## src/rtl/pipe_hazard_ctrl_pkg.sv

```systemverilog
// Shared pipeline definitions: hazard-controller state encoding and the
// hardwired zero-register index.
package pipe_hazard_ctrl_pkg;

    localparam int unsigned REG_W = 5;

    typedef enum logic [1:0] {
        RUN      = 2'd0,
        MEM_WAIT = 2'd1,
        ERROR    = 2'd2
    } hz_state_t;

    // Register $0 is hardwired to zero, so it never carries a real dependency.
    localparam logic [REG_W-1:0] ZERO_REG = 5'd0;

endpackage

```

## src/rtl/pipe_hazard_ctrl_hazard_detect.sv

```systemverilog
// Combinational hazard terms for the pipeline controller.
// Ports:
//   ifid_rs, ifid_rt, ifid_usesRt : source operands of the instruction in IF/ID
//   idex_memR, idex_gprDes        : load flag and destination of the instruction in ID/EX
//   exmem_pcSel, exmem_zero       : branch select and ALU zero from EX/MEM
//   loadUse                       : IF/ID consumes the result of a load still in ID/EX
//   taken                         : branch in EX/MEM resolves taken
module hazard_detect
    import pipe_hazard_ctrl_pkg::*;
(
    input  logic [REG_W-1:0] ifid_rs,
    input  logic [REG_W-1:0] ifid_rt,
    input  logic             ifid_usesRt,
    input  logic             idex_memR,
    input  logic [REG_W-1:0] idex_gprDes,
    input  logic             exmem_pcSel,
    input  logic             exmem_zero,
    output logic             loadUse,
    output logic             taken
);

    logic rs_match;
    logic rt_match;

    assign rs_match = (idex_gprDes == ifid_rs);
    assign rt_match = ifid_usesRt & (idex_gprDes == ifid_rt);
    assign loadUse  = idex_memR & (idex_gprDes != ZERO_REG) & (rs_match | rt_match);
    assign taken    = exmem_pcSel & exmem_zero;

endmodule

```

## src/rtl/pipe_hazard_ctrl.sv

```systemverilog
// Pipeline hazard controller: load-use stalls, taken-branch flushes and
// data-memory wait freezing with a timeout into a sticky error state.
// Ports:
//   clk, rst                     : clock, synchronous active-high reset
//   ifid_*, idex_*, exmem_*      : hazard sources from the pipeline registers
//   mem_req, mem_ready           : data-memory handshake from the MEM stage
//   pcWrite..memwbWrite          : pipeline register write enables (combinational)
//   ifidFlush..exmemFlush        : pipeline register flushes (combinational)
//   memErr                       : sticky memory-timeout error
//   stallCnt, flushCnt           : saturating event counters
module pipe_hazard_ctrl
    import pipe_hazard_ctrl_pkg::*;
#(
    parameter int unsigned TIMEOUT = 64,
    parameter int unsigned CNT_W   = 16
) (
    input  logic             clk,
    input  logic             rst,
    input  logic [REG_W-1:0] ifid_rs,
    input  logic [REG_W-1:0] ifid_rt,
    input  logic             ifid_usesRt,
    input  logic             idex_memR,
    input  logic [REG_W-1:0] idex_gprDes,
    input  logic             exmem_pcSel,
    input  logic             exmem_zero,
    input  logic             mem_req,
    input  logic             mem_ready,
    output logic             pcWrite,
    output logic             ifidWrite,
    output logic             idexWrite,
    output logic             exmemWrite,
    output logic             memwbWrite,
    output logic             ifidFlush,
    output logic             idexFlush,
    output logic             exmemFlush,
    output logic             memErr,
    output logic [CNT_W-1:0] stallCnt,
    output logic [CNT_W-1:0] flushCnt
);

    localparam int unsigned WAIT_W = $clog2(TIMEOUT + 1);

    hz_state_t         state;
    logic [WAIT_W-1:0] wait_cnt;
    logic              load_use;
    logic              taken;
    logic              mem_busy;
    logic              run_like;
    logic              busy_eff;
    logic              stall_inc;
    logic              flush_inc;

    hazard_detect u_hazard_detect (
        .ifid_rs     (ifid_rs),
        .ifid_rt     (ifid_rt),
        .ifid_usesRt (ifid_usesRt),
        .idex_memR   (idex_memR),
        .idex_gprDes (idex_gprDes),
        .exmem_pcSel (exmem_pcSel),
        .exmem_zero  (exmem_zero),
        .loadUse     (load_use),
        .taken       (taken)
    );

    assign mem_busy = mem_req & ~mem_ready;

    // Write/flush decode; MEM_WAIT with ready behaves like RUN without memory stall.
    always_comb begin
        pcWrite    = 1'b0;
        ifidWrite  = 1'b0;
        idexWrite  = 1'b0;
        exmemWrite = 1'b0;
        memwbWrite = 1'b0;
        ifidFlush  = 1'b0;
        idexFlush  = 1'b0;
        exmemFlush = 1'b0;
        stall_inc  = 1'b0;
        flush_inc  = 1'b0;
        run_like   = 1'b0;
        busy_eff   = 1'b0;

        case (state)
            RUN: begin
                run_like = 1'b1;
                busy_eff = mem_busy;
            end
            MEM_WAIT: begin
                if (mem_ready) run_like  = 1'b1;
                else           stall_inc = 1'b1;
            end
            default: ;
        endcase

        if (run_like && !busy_eff) begin
            pcWrite    = 1'b1;
            ifidWrite  = 1'b1;
            idexWrite  = 1'b1;
            exmemWrite = 1'b1;
            memwbWrite = 1'b1;
            if (taken) begin
                ifidFlush  = 1'b1;
                idexFlush  = 1'b1;
                exmemFlush = 1'b1;
                flush_inc  = 1'b1;
            end else if (load_use) begin
                // Hold PC and IF/ID, inject one bubble into ID/EX.
                pcWrite   = 1'b0;
                ifidWrite = 1'b0;
                idexFlush = 1'b1;
                stall_inc = 1'b1;
            end
        end

        if (rst) begin
            pcWrite    = 1'b0;
            ifidWrite  = 1'b0;
            idexWrite  = 1'b0;
            exmemWrite = 1'b0;
            memwbWrite = 1'b0;
            ifidFlush  = 1'b1;
            idexFlush  = 1'b1;
            exmemFlush = 1'b1;
            stall_inc  = 1'b0;
            flush_inc  = 1'b0;
        end
    end

    // State, wait timer, sticky error and saturating counters.
    always_ff @(posedge clk) begin
        if (rst) begin
            state    <= RUN;
            wait_cnt <= '0;
            memErr   <= 1'b0;
            stallCnt <= '0;
            flushCnt <= '0;
        end else begin
            if (stall_inc && (stallCnt != '1)) stallCnt <= stallCnt + CNT_W'(1);
            if (flush_inc && (flushCnt != '1)) flushCnt <= flushCnt + CNT_W'(1);

            case (state)
                RUN: begin
                    if (mem_busy) begin
                        state    <= MEM_WAIT;
                        wait_cnt <= WAIT_W'(1);
                    end
                end
                MEM_WAIT: begin
                    if (mem_ready) begin
                        state <= RUN;
                    end else if (wait_cnt == WAIT_W'(TIMEOUT)) begin
                        state  <= ERROR;
                        memErr <= 1'b1;
                    end else begin
                        wait_cnt <= wait_cnt + WAIT_W'(1);
                    end
                end
                ERROR: memErr <= 1'b1;
                default: state <= RUN;
            endcase
        end
    end

endmodule

```

## config.mk

```make
export PLATFORM = sky130hd
export DESIGN_NAME = pipe_hazard_ctrl
export DESIGN_NICKNAME = d
export VERILOG_FILES = /design/src/rtl/pipe_hazard_ctrl_pkg.sv /design/src/rtl/pipe_hazard_ctrl_hazard_detect.sv /design/src/rtl/pipe_hazard_ctrl.sv
export SDC_FILE = /design/constraint.sdc
export NUM_CORES = 1
export LEC_CHECK = 0
export BUFFER_PORTS_ARGS = -buffer_cell sky130_fd_sc_hd__buf_4
export CORE_MARGIN = 1.5
export CORE_UTILIZATION = 52
export DETAILED_ROUTE_END_ITERATION = 7
export GPL_TIMING_DRIVEN = 0
export PLACE_DENSITY = 0.8
export REMOVE_ABC_BUFFERS = 1
export SLEW_MARGIN = 20
export SYNTH_ARGS = -nofsm -noshare
export SYNTH_HDL_FRONTEND = slang
export SYNTH_SLANG_ARGS = --single-unit
export TNS_END_PERCENT = 20
```

## constraint.sdc

```tcl
create_clock -name clk -period 2.55 [get_ports clk]
set_clock_uncertainty 0.2 [all_clocks]
set_input_delay 0.255 -clock clk [delete_from_list [all_inputs] [get_ports clk]]
set_output_delay 0.255 -clock clk [all_outputs]
set_load 0.02 [all_outputs]
```

---- Yosys cells after proc, flatten, opt, wreduce, memory -nomap -nowiden ----
Cells that the tools add are included.
word-level totals
  word-level logic and storage cells ...... 73
  register bits ........................... 42
  output and inout bits ................... 41
  input bits .............................. 23
cells by class
  multiplexer cells ....................... 34
  reductions and logical operators ........ 11
  equality and inequality tests ........... 12
  add/subtract/negate cells ............... 3
  bitwise operators ....................... 8
operators by type and width
  operator                 number
  $add A16 B1 Y16 const B  2
  $ne A16 B16 Y1 const B   2
  $mux W1                  24
  $mux W7                  3
  $pmux W7 S2              1
  $eq A5 B5 Y1             2
  $ne A2 B2 Y1 const B     4
  $add A7 B1 Y7 const B    1
  $eq A7 B7 Y1 const B     1
  $mux W2                  3
  $pmux W2 S3              1
  $reduce_and A3 Y1        2
  $and A1 B1 Y1            5
  $reduce_bool A5 Y1       1
  $pmux W1 S2              2
  $reduce_and A4 Y1        1
  $reduce_bool A2 Y1       2
  $logic_and A1 B1 Y1      3
  $ne A3 B3 Y1 const B     1
  $eq A2 B1 Y1 const B     1
  $eq A2 B2 Y1 const B     1
  $logic_not A2 Y1         1
  $not A1 Y1               2
  $logic_not A1 Y1         1
  $or A1 B1 Y1             1

---- Longest topological paths before layout ----
Gate-level depths: netlist (run 1).
  depth after elaboration ................. 9
  depth in mapped cells ................... 9
  gate-level depth less buffers ........... 8

---- Modules after synthesis ----
From an unflattened synthesis (run 1), not the netlist that was laid out.
second synthesis, totals
  cell total of the unflattened synthesis .. 291
  area, all modules ....................... 2437.3 um^2
modules (own cells, without submodules)
  module            area an instance (um^2)  times used  seq. area each (um^2)  cells an instance
  pipe_hazard_ctrl  2298.5                   1           840.8                  273
  hazard_detect     138.9                    1           0.0                    18

---- Worst setup path before layout (run 1) ----
OpenSTA, ideal clock, no wires.
  kind .................................... reg2reg
  start ................................... register stallCnt[0]
  end ..................................... register stallCnt[1]
  stages on the path, launching flop included .. 10
  clock period less this slack ............ 2.279 ns
  slack ................................... 0.271 ns
  library setup time ...................... 0.128 ns
  path buffers ............................ 2
  data required time ...................... 2.222 ns
  arrival time ............................ 1.951 ns
  path through ............................ dfxtp_1 ha_1 nand3_1 nor2_1 nand3_1 a31oi_4 buf_6 buf_12 mux2i_1 nor2_1
between the ends
  cells in the longest elaborated chain, start to end .. 2
  elaborated cells on any way between the ends .. 3
  classes of those cells .................. add/sub (1); eq/ne (1); reduce/logical (1)
RTL lines
  item                                                                     RTL line                 text
  from (decl)                                                              pipe_hazard_ctrl.sv:37   output logic [CNT_W-1:0] stallCnt,
  from (signal assigned)                                                   pipe_hazard_ctrl.sv:137  if (stall_inc && (stallCnt != '1)) stallCnt <= stallCnt + CNT_W'(1);
  parallel branches: the longest is 2 deep, another holds $add A16 B1 Y16  --
Parallel ways; which one is timed is not known.
A chain may end at the register's enable or synchronous reset.

---- Worst setup path after layout (run 1) ----
  start ................................... register stallCnt[0]
  end ..................................... register stallCnt[13]
The elaborated chain is that of the path after synthesis.

==> flow_metrics.py, run 1 <==
metrics = {
    "outcome": {
        "status": "complete, no violations",
    },
    "floorplanning": {
        "die_h_um": 68.8,
        "coreArea_mm2": 0.00409,
        "initial_core_util_pct": 55.0,
        "dieArea_mm2": 0.00473,
        "fp.dieW_um": 68.8,
        "ios": 64,
        "rows": 23,
    },
    "global_route": {
        "grt_usage_pct": 24.1,
        "grt_pass1_vias": 1962,
        "grt_max_degree": 34,
        "overflow": 0,
        "antenna_found_initial": 0,
        "grt_pass1_wl_um": 8600,
    },
    "power_and_ir_drop": {
        "p_leak_nw": 1.06,
        "p_total_mw": 1.32,
        "cellPowerDensity_mw_per_mm2": 461,
        "irDropWorstVdd_uv": 290,
    },
    "critical_path": {
        "crit_family": "simple AND/OR/NAND/NOR gates",
        "critPathMaxFanout": 12,
        "crit_path_end_kind": "flip-flop",
        "reg2reg_depth": 8,
        "worstPathArrival_ns": 2.43,
        "path_class": "flip-flop to flip-flop",
        "path_cells": "ha_1 -> nand3_1 -> nor2_2 -> a31oi_1 -> a31oi_4 -> buf_12 -> or3_1 -> a21oi_1",
        "reg2reg_from": "stallCnt[0]",
        "critPathBufInv": 1,
        "crit_cells": 8,
        "r2r-end": "stallCnt[13]",
        "slowest_stage": "a31oi_1",
        "cp.required_ns": 2.58,
        "slowest_delay_ns": 0.44,
        "reg2reg_slack_ns": 0.15,
        "start_kind": "flip-flop",
    },
    "detailed_routing": {
        "wirelength_um": 5280,
        "num_vias": 2178,
        "drt_iter0_drc": 137,
        "avgViaCountPerCell": 5.66,
        "wl_per_cell_um": 13.7,
        "drc": 0,
        "ant_nets": 0,
        "firstDrtPassIters": 4,
    },
    "logic_synthesis": {
        "synthTopCellsByArea": "dfxtp_1 (37%), xnor2_1 (6.2%), or3_1 (6.1%)",
        "synth.top_cell.area_share_pct": 37.4,
        "syn_area_per_cell_um2": 8.21,
        "synth_edf_count": 0,
        "syn_inst": 274,
        "synth_ff_type": "dfxtp_1",
        "yosysSeqAreaShare_pct": 37.4,
        "ys_types": 44,
        "yosys_warnings": 0,
        "mappedNetlistArea_mm2": 0.00225,
        "yosysTopAreaCell": "dfxtp_1",
        "synth_seq_cells": 42,
        "async_flop_share_pct": 0,
    },
    "clock_tree": {
        "clk_latency_ns": 0.30,
        "hold_buffers": 0,
        "cts-htree-levels": 2,
        "cts_buffers": 5,
        "clock_path_buffers": 2,
        "cts_tree": "done",
        "clk_pin_slew_worst_paths_ns": 0.08,
        "cts.sink_count": 42,
        "clock-root-buffer": "clkbuf_8",
    },
    "worst_hold_path": {
        "hold_depth": 4,
        "hp-class": "input port to flip-flop",
        "hold_path.startpoint": "mem_ready",
        "hold_end": "state[0]",
    },
    "layout": {
        "final_util_pct": 69.7,
        "fin_area_mm2": 0.00285,
        "diodes": 0,
        "stdcell_count": 385,
        "drive_gt1_share_pct": 25.1,
        "areaGrowthSynthToFinish_pct": 26.8,
        "nNetsFinal": 361,
    },
    "sta": {
        "slew_headroom_pct": 42.7,
        "hold_viol": 0,
        "rsz0062_at_grt": "yes",
        "tightest_slew_ns": 0.848,
        "slew_viol_final": 0,
        "min_period_ns": 2.40,
        "fmax_mhz": 416,
        "whs_ns": 0.0679,
        "finalSetupTns_ns": 0,
        "setup_slack_ns": 0.146,
        "period_share_pct": 94.3,
        "setup_viol": 0,
    },
    "placed_design": {
        "place.gp.congestion": 0.748,
        "dp_slack_ns": 0.0107,
        "place_area_mm2": 0.00270,
        "hpwl_um": 3790,
        "port_buffers": 63,
        "dp_cells": 375,
    },
    "flow_run": {
        "cap_violations": 0,
    },
}
[what timing repair did]
action / 4_1_cts / 5_1_grt
resized for setup: 1 / 1
gates cloned: 0 / 1
setup endpoints to repair: 1 / 15
buffers inserted: 0 / 1
pin swaps: 0 / 2
[cells in the mapped netlist, types with 3 or more instances]
cell type and n:
o21ai_1 11, a21oi_1 19, nand3_1 16, xnor2_1 16, ha_1 4, and3_1 3, or3_1 22, nor4_1 3
nor2_1 26, dfxtp_1 42, buf_4 4, o21ai_0 9, o21a_1 4, nand2_1 24, nor3_1 3, nand4_1 10
xor2_1 7, clkbuf_1 4, a31oi_1 4, inv_1 12
[how the worst max path moves through the flow]
stage	start	endpoint	slack, ns
5_1_grt	stallCnt[0]	stallCnt[13]	-0.03
2_1_floorplan	stallCnt[0]	stallCnt[1]	0.28
6_report	stallCnt[0]	stallCnt[13]	0.15
3_3_place_gp	stallCnt[0]	stallCnt[1]	0.06
4_1_cts	stallCnt[0]	stallCnt[1]	0.06
3_5_place_dp	stallCnt[0]	stallCnt[1]	0.01
[cells by family (layout without fill, tap and decap cells)]
group                    Yosys count  after routing  share of synthesized area, %
AO/OA/AOI/OAI                     62             63                          18.0
XOR/XNOR                          23             23                          8.96
adder cells (fa/ha/maj)            4              4                          2.23
buffers and inverters             24             84                          5.84
flip-flops                        42             42                          37.4
multiplexers                       2              2                         0.890
AND/OR/NAND/NOR                  117            117                          26.7
[cell type report]
cell class / count / area, um^2
inverters: 12 / 45.0
fillers: 373 / 1240
flip-flops and latches: 42 / 841
multi-input cells: 209 / 1300
clock inverters: 3 / 40.0
well taps: 50 / 62.6
repair buffers: 64 / 493
clock buffers: 5 / 68.8
[sequential cells by signal, indices dropped and copies added, names as in the netlist]
register  cells
state         2
memErr        1
wait_cnt      7
flushCnt     16
stallCnt     16
[routing by layer]
layer,share of wire [%],global-route usage (%),vias to the layer above
li1,-,-,1097
met1,44,28.8,1033
met2,51,41.9,44
met3,4.7,6.98,4
met4,0.51,6.62,0
met5,0,0,-
[cells in the final DEF (no fill, tap or decap), types with 2 or more instances in the layout]
cell type | Yosys | layout
buf_4 | 4 | 63
dfxtp_1 | 42 | 42
nor2_1 | 26 | 25
nand2_1 | 24 | 24
or3_1 | 22 | 22
a21oi_1 | 19 | 19
nand3_1 | 16 | 16
xnor2_1 | 16 | 16
inv_1 | 12 | 12
o21ai_1 | 11 | 11
nand4_1 | 10 | 10
o21ai_0 | 9 | 9
xor2_1 | 7 | 7
clkbuf_8 | 0 | 5
o21a_1 | 4 | 4
a31oi_1 | 4 | 4
ha_1 | 4 | 4
nor4_1 | 3 | 3
and3_1 | 3 | 3
nor3_1 | 3 | 3
and2_1 | 2 | 2
nand2b_1 | 2 | 2
a31oi_4 | 1 | 2
o41ai_1 | 2 | 2
a21oi_2 | 2 | 2
mux2i_1 | 2 | 2
and4_1 | 2 | 2
clkinv_2 | 0 | 2
[worst register-to-register path, cell delays in order, from the launching register on]
cell	delay, ns
dfxtp_1	0.36
ha_1	0.22
nand3_1	0.22
nor2_2	0.11
a31oi_1	0.44
a31oi_4	0.08
buf_12	0.20
or3_1	0.35
a21oi_1	0.15
[where the power goes]
part           switching, mW  internal [mW]
logic                 0.0707         0.0630
clock network          0.228          0.288
registers            0.00591          0.659
total                  0.305           1.01
Power figures use the tool's default switching activity.
==> run 2, diff against run 1 <==
- ABC_AREA: unset -> 1
- CORE_UTILIZATION: 52 -> 53
- PLACE_DENSITY: 0.8 -> 0.79
- TNS_END_PERCENT: 20 -> 1
==> flow_metrics.py, run 2 <==
metrics = {
    "logic_synthesis": {
        "syn_area_per_cell_um2": 6.85,
        "synth.top_cell.area_share_pct": 32.5,
        "async_flop_share_pct": 0,
        "ys_types": 37,
        "synth_ff_type": "dfxtp_1",
        "yosysTopAreaCell": "dfxtp_1",
        "synth_commonest_cells": "nand2_1 (98), inv_1 (43), dfxtp_1 (42), nand3_1 (37), nor2_1 (31)",
        "yosysMostFrequentCell": "nand2_1",
        "synthTopCellsByArea": "dfxtp_1 (32%), nand2_1 (14%), nand3_1 (7.2%)",
        "syn_inst": 378,
        "mappedNetlistArea_mm2": 0.00259,
        "synth_seq_cells": 42,
        "synth_edf_count": 0,
        "yosys_warnings": 0,
        "yosysSeqAreaShare_pct": 32.5,
    },
    "sta": {
        "slew_headroom_pct": 58.9,
        "fmax_mhz": 439,
        "setup_viol": 0,
        "rsz0062_at_grt": "no",
        "whs_ns": 0.0736,
        "hold_viol": 0,
        "slew_viol_final": 0,
        "min_period_ns": 2.28,
        "period_share_pct": 89.4,
        "finalSetupTns_ns": 0,
        "tightest_slew_ns": 0.612,
    },
    "global_route": {
        "overflow": 0,
        "grt_usage_pct": 22.0,
        "grt_pass1_wl_um": 9490,
        "grt_max_degree": 30,
        "grt_pass1_vias": 2201,
        "antenna_found_initial": 0,
    },
    "detailed_routing": {
        "firstDrtPassIters": 4,
        "avgViaCountPerCell": 4.99,
        "drt-met1-wl_um": 2670,
        "drc": 0,
        "wirelength_um": 5570,
        "wl_met3_um": 178,
        "num_vias": 2514,
        "drt_iter0_drc": 110,
        "top_layer": "met4",
        "wl_met2_um": 2660,
        "wl_per_cell_um": 11.0,
        "ant_nets": 0,
    },
    "critical_path": {
        "crit_path_end_kind": "flip-flop",
        "worstPathArrival_ns": 2.31,
        "cp-startpoint": "stallCnt[0]",
        "critPathMaxFanout": 18,
        "cp.required_ns": 2.58,
        "start_kind": "flip-flop",
        "reg2reg_from": "stallCnt[0]",
        "path_class": "flip-flop to flip-flop",
    },
    "clock_tree": {
        "cts.sink_count": 42,
        "cts_setup_buffers": 0,
        "clk_latency_ns": 0.29,
        "cts-htree-levels": 2,
        "clock-root-buffer": "clkbuf_8",
        "cts_resized": 0,
        "clock_path_buffers": 2,
        "hold_buffers": 0,
        "cts_buffers": 5,
        "clk_pin_slew_worst_paths_ns": 0.08,
        "cts_tree": "done",
    },
    "power_and_ir_drop": {
        "cellPowerDensity_mw_per_mm2": 394,
        "irDropWorstVdd_uv": 216,
        "p_leak_nw": 1.37,
        "p_total_mw": 1.25,
    },
    "placed_design": {
        "hpwl_um": 4150,
        "place.gp.congestion": 0.806,
        "port_buffers": 63,
    },
    "layout": {
        "multi_input_area_mm2": 0.00150,
        "nNetsFinal": 463,
        "fillers": 433,
        "final_common_cell": "nand2_1",
        "areaGrowthSynthToFinish_pct": 22.2,
        "regArea_um2": 841,
        "reg_top3": "flushCnt (16), stallCnt (16), wait_cnt (7)",
        "final_cell_mix": "nand2_1 (97), buf_4 (63), inv_1 (43)",
        "drive_gt1_share_pct": 22.2,
        "diodes": 0,
    },
    "worst_hold_path": {
        "hold_path.startpoint": "mem_ready",
        "hp-class": "input port to flip-flop",
    },
    "floorplanning": {
        "coreArea_mm2": 0.00472,
        "rows": 25,
        "dieArea_mm2": 0.00531,
        "initial_core_util_pct": 54.8,
        "fp.dieW_um": 72.9,
        "ios": 64,
        "die_h_um": 72.9,
    },
    "outcome": {
        "status": "complete, no violations",
    },
    "flow_run": {
        "cap_violations": 0,
    },
}
run 2: report_power, final:
part | switching (mW) | leakage [nW] | internal [mW]
combinational | 0.0925 | 0.986 | 0.0618
sequential | 0.00745 | 0.339 | 0.661
clock | 0.229 | 0.0452 | 0.193
run 2: per-stage QoR:
stage	util [%]	area, um^2	worst slack (ns)	instances
after floorplan	-	2510	0.402	366
after global placement	65.0	3070	0.166	496
after detailed placement	65.0	3070	0.119	496
after CTS	66.8	3160	0.121	504
after global routing	66.9	3160	0.0685	504
final	66.9	3160	0.272	504
run 2: kinds of logic (layout without fill, tap and decap cells):
family / Yosys count / in the layout / share of synthesized area [%]
DFF: 42 / 42 / 32.5
xor gates and xnor gates: 25 / 25 / 8.46
and+or+nand+nor: 203 / 203 / 36.8
adders and majority gates: 4 / 4 / 1.93
AOI/OAI and AO/OA: 46 / 46 / 10.8
buffers and inverters: 58 / 117 / 9.57
run 2: per-layer routing:
metal | GRT usage, % | up-vias
met5 | 0 | -
met3 | 3.31 | 6
li1 | - | 1334
met2 | 37.9 | 47
met1 | 28.4 | 1127
met4 | 6.29 | 0
run 2: final timing paths:
check	slack [ns]	end	cells past startpoint
hold reg to reg	0.29	wait_cnt[1]	2
setup / recovery	0.27	stallCnt[5]	9
hold / removal	0.07	state[1]	4
setup reg to reg	0.27	stallCnt[5]	9
run 2: worst max-delay path, cell delays in order (launching register included):
cell and delay, ns:
dfxtp_1 0.45, ha_1 0.25, nand3_1 0.10, nor2_2 0.22, nand2_2 0.12, nor2_4 0.11, nand4_4 0.25, nand2_4 0.29
nand2_1 0.10, a21oi_2 0.12
run 2: final cells by class:
| type | instances | share of cell area (%) |
|---|---|---|
| Multi-Input combinational cell | 278 | 47.5 |
| Sequential cell | 42 | 26.6 |
| Timing Repair Buffer | 63 | 15.0 |
| Inverter | 46 | 5.58 |
| Tap cell | 67 | 2.65 |
| Clock buffer | 6 | 2.30 |
| Clock inverter | 2 | 0.435 |
==> run 3, diff against run 2 <==
- CORE_UTILIZATION: 53 -> 48
- PLACE_DENSITY: 0.79 -> 0.76
- clock period: 2.55 -> 1.91 ns (I/O delays scaled with it)
==> flow_metrics.py, run 3 (same netlist as run 2, synthesis figures left out) <==
metrics = {
    "outcome": {
        "status": "complete, no violations",
    },
    "critical_path": {
        "critPathCapture": "pcWrite",
        "r2r-end": "stallCnt[0]",
        "reg2reg_depth": 10,
        "cp-startpoint": "state[0]",
        "cp.required_ns": 1.52,
        "reg2reg_slack_ns": 0.07,
        "path_class": "flip-flop to primary output",
        "reg2reg_from": "stallCnt[0]",
        "start_kind": "flip-flop",
        "crit_path_end_kind": "primary output",
        "critPathMaxFanout": 5,
        "worstPathArrival_ns": 1.45,
    },
    "power_and_ir_drop": {
        "internal-power_mw": 1.40,
        "p_leak_nw": 1.47,
        "power_frac_seq_pct": 48.1,
        "irDropWorstVdd_uv": 360,
        "cellPowerDensity_mw_per_mm2": 539,
        "p_total_mw": 1.85,
        "p_sw_mw": 0.451,
        "switching_share_pct": 24.4,
        "p_comb_share_pct": 12.7,
        "clkPwrFrac_pct": 39.2,
    },
    "sta": {
        "hold_viol": 0,
        "slew_headroom_pct": 60.4,
        "setup_slack_ns": 0.0708,
        "rsz0062_at_grt": "yes",
        "period_share_pct": 96.3,
        "setup_viol": 0,
        "tightest_slew_ns": 0.589,
        "fmax_mhz": 544,
        "min_period_ns": 1.84,
        "slew_viol_final": 0,
        "finalSetupTns_ns": 0,
    },
    "clock_tree": {
        "cts-htree-levels": 2,
        "hold_buffers": 0,
        "clock-root-buffer": "clkbuf_8",
        "clk_latency_ns": 0.30,
        "cts_buffers": 5,
        "clk_pin_slew_worst_paths_ns": 0.08,
        "clock_path_buffers": 2,
        "cts_tree": "done",
        "cts.sink_count": 42,
    },
    "global_route": {
        "grt_pass1_wl_um": 10400,
        "antenna_found_initial": 0,
        "grt_usage_pct": 21.5,
        "overflow": 0,
        "grt_max_degree": 30,
        "grt_pass1_vias": 2481,
    },
    "placed_design": {
        "place.gp.congestion": 0.825,
        "dp_slack_ns": -0.533,
        "hpwl_um": 4340,
        "port_buffers": 63,
    },
    "floorplanning": {
        "dieArea_mm2": 0.00584,
        "rows": 26,
        "coreArea_mm2": 0.00514,
        "die_h_um": 76.4,
        "fp.dieW_um": 76.4,
        "initial_core_util_pct": 50.3,
        "ios": 64,
    },
    "detailed_routing": {
        "firstDrtPassIters": 4,
        "wirelength_um": 6200,
        "drc": 0,
        "avgViaCountPerCell": 5.13,
        "num_vias": 2662,
        "wl_per_cell_um": 12.0,
        "ant_nets": 0,
        "drt_iter0_drc": 84,
    },
    "flow_run": {
        "cap_violations": 0,
    },
    "layout": {
        "areaGrowthSynthToFinish_pct": 32.7,
        "drive_gt1_share_pct": 30.1,
        "reg_top3": "flushCnt (16), stallCnt (16), wait_cnt (7)",
        "fillers": 465,
        "final_cell_mix": "nand2_1 (94), buf_4 (72), inv_1 (42)",
        "final_common_cell": "nand2_1",
        "final_util_pct": 66.8,
        "nNetsFinal": 476,
        "diodes": 0,
    },
    "worst_hold_path": {
        "hp-class": "input port to flip-flop",
    },
}
## run 3: metrics by stage
step                      area [um^2]  hold WS, ns  std cells
after floorplan                  2510       0.0534        366
final                            3430       0.0205        519
after CTS                        3300       0.0120        512
after detailed placement         3070        0.268        499
after global routing             3430       0.0229        519
after global placement           3070        0.264        499
## run 3: timing repair
action                                  in CTS  in global routing
endpoints found under the setup margin      33                 31
pin swaps                                    2                  7
setup buffers                                6                  7
gates cloned                                 0                  0
resized for setup                           17                 29
## run 3: power by group through the flow
stage	logic [mW]	clock network, mW	registers, mW
after floorplan	0.105	0	0.914
after global placement	0.204	0	0.912
after detailed placement	0.208	0	0.912
after CTS	0.216	0.748	0.891
after global routing	0.261	0.779	0.891
final	0.235	0.725	0.889
## run 3: worst max-delay path, cell delays in order (launching register included)
cell     delay [ns]
dfxtp_4        0.37
inv_2          0.04
nor2_4         0.10
nand2_2        0.07
nand2_2        0.08
inv_2          0.07
nor2_4         0.13
o21ai_1        0.08
inv_1          0.07
buf_4          0.14
## run 3: worst min path at each step
stage | startpoint | end | depth (start not counted)
2_1_floorplan | rst | stallCnt[12] | 1
3_3_place_gp | flushCnt[4] | flushCnt[4] | 2
3_5_place_dp | memErr | memErr | 2
4_1_cts | mem_ready | state[1] | 4
5_1_grt | mem_ready | state[1] | 4
6_report | mem_ready | state[1] | 4
## run 3: metal layers
metal / track usage [%] / share of wire [%] / vias up
li1: - / - / 1358
met1: 24.9 / 44 / 1218
met2: 37.6 / 49 / 76
met3: 5.15 / 5.6 / 10
met4: 9.07 / 1.7 / 0
met5: 0 / 0 / -
## run 3: area by class of cell
type / count / area, um^2 / share of cell area, %
multi-input cells: 278 / 1600 / 46.5
flip-flops and latches: 42 / 866 / 25.2
repair buffers: 76 / 594 / 17.3
inverters: 46 / 175 / 5.10
well taps: 70 / 87.6 / 2.55
clock buffers: 6 / 82.6 / 2.41
clock inverters: 1 / 30.0 / 0.875
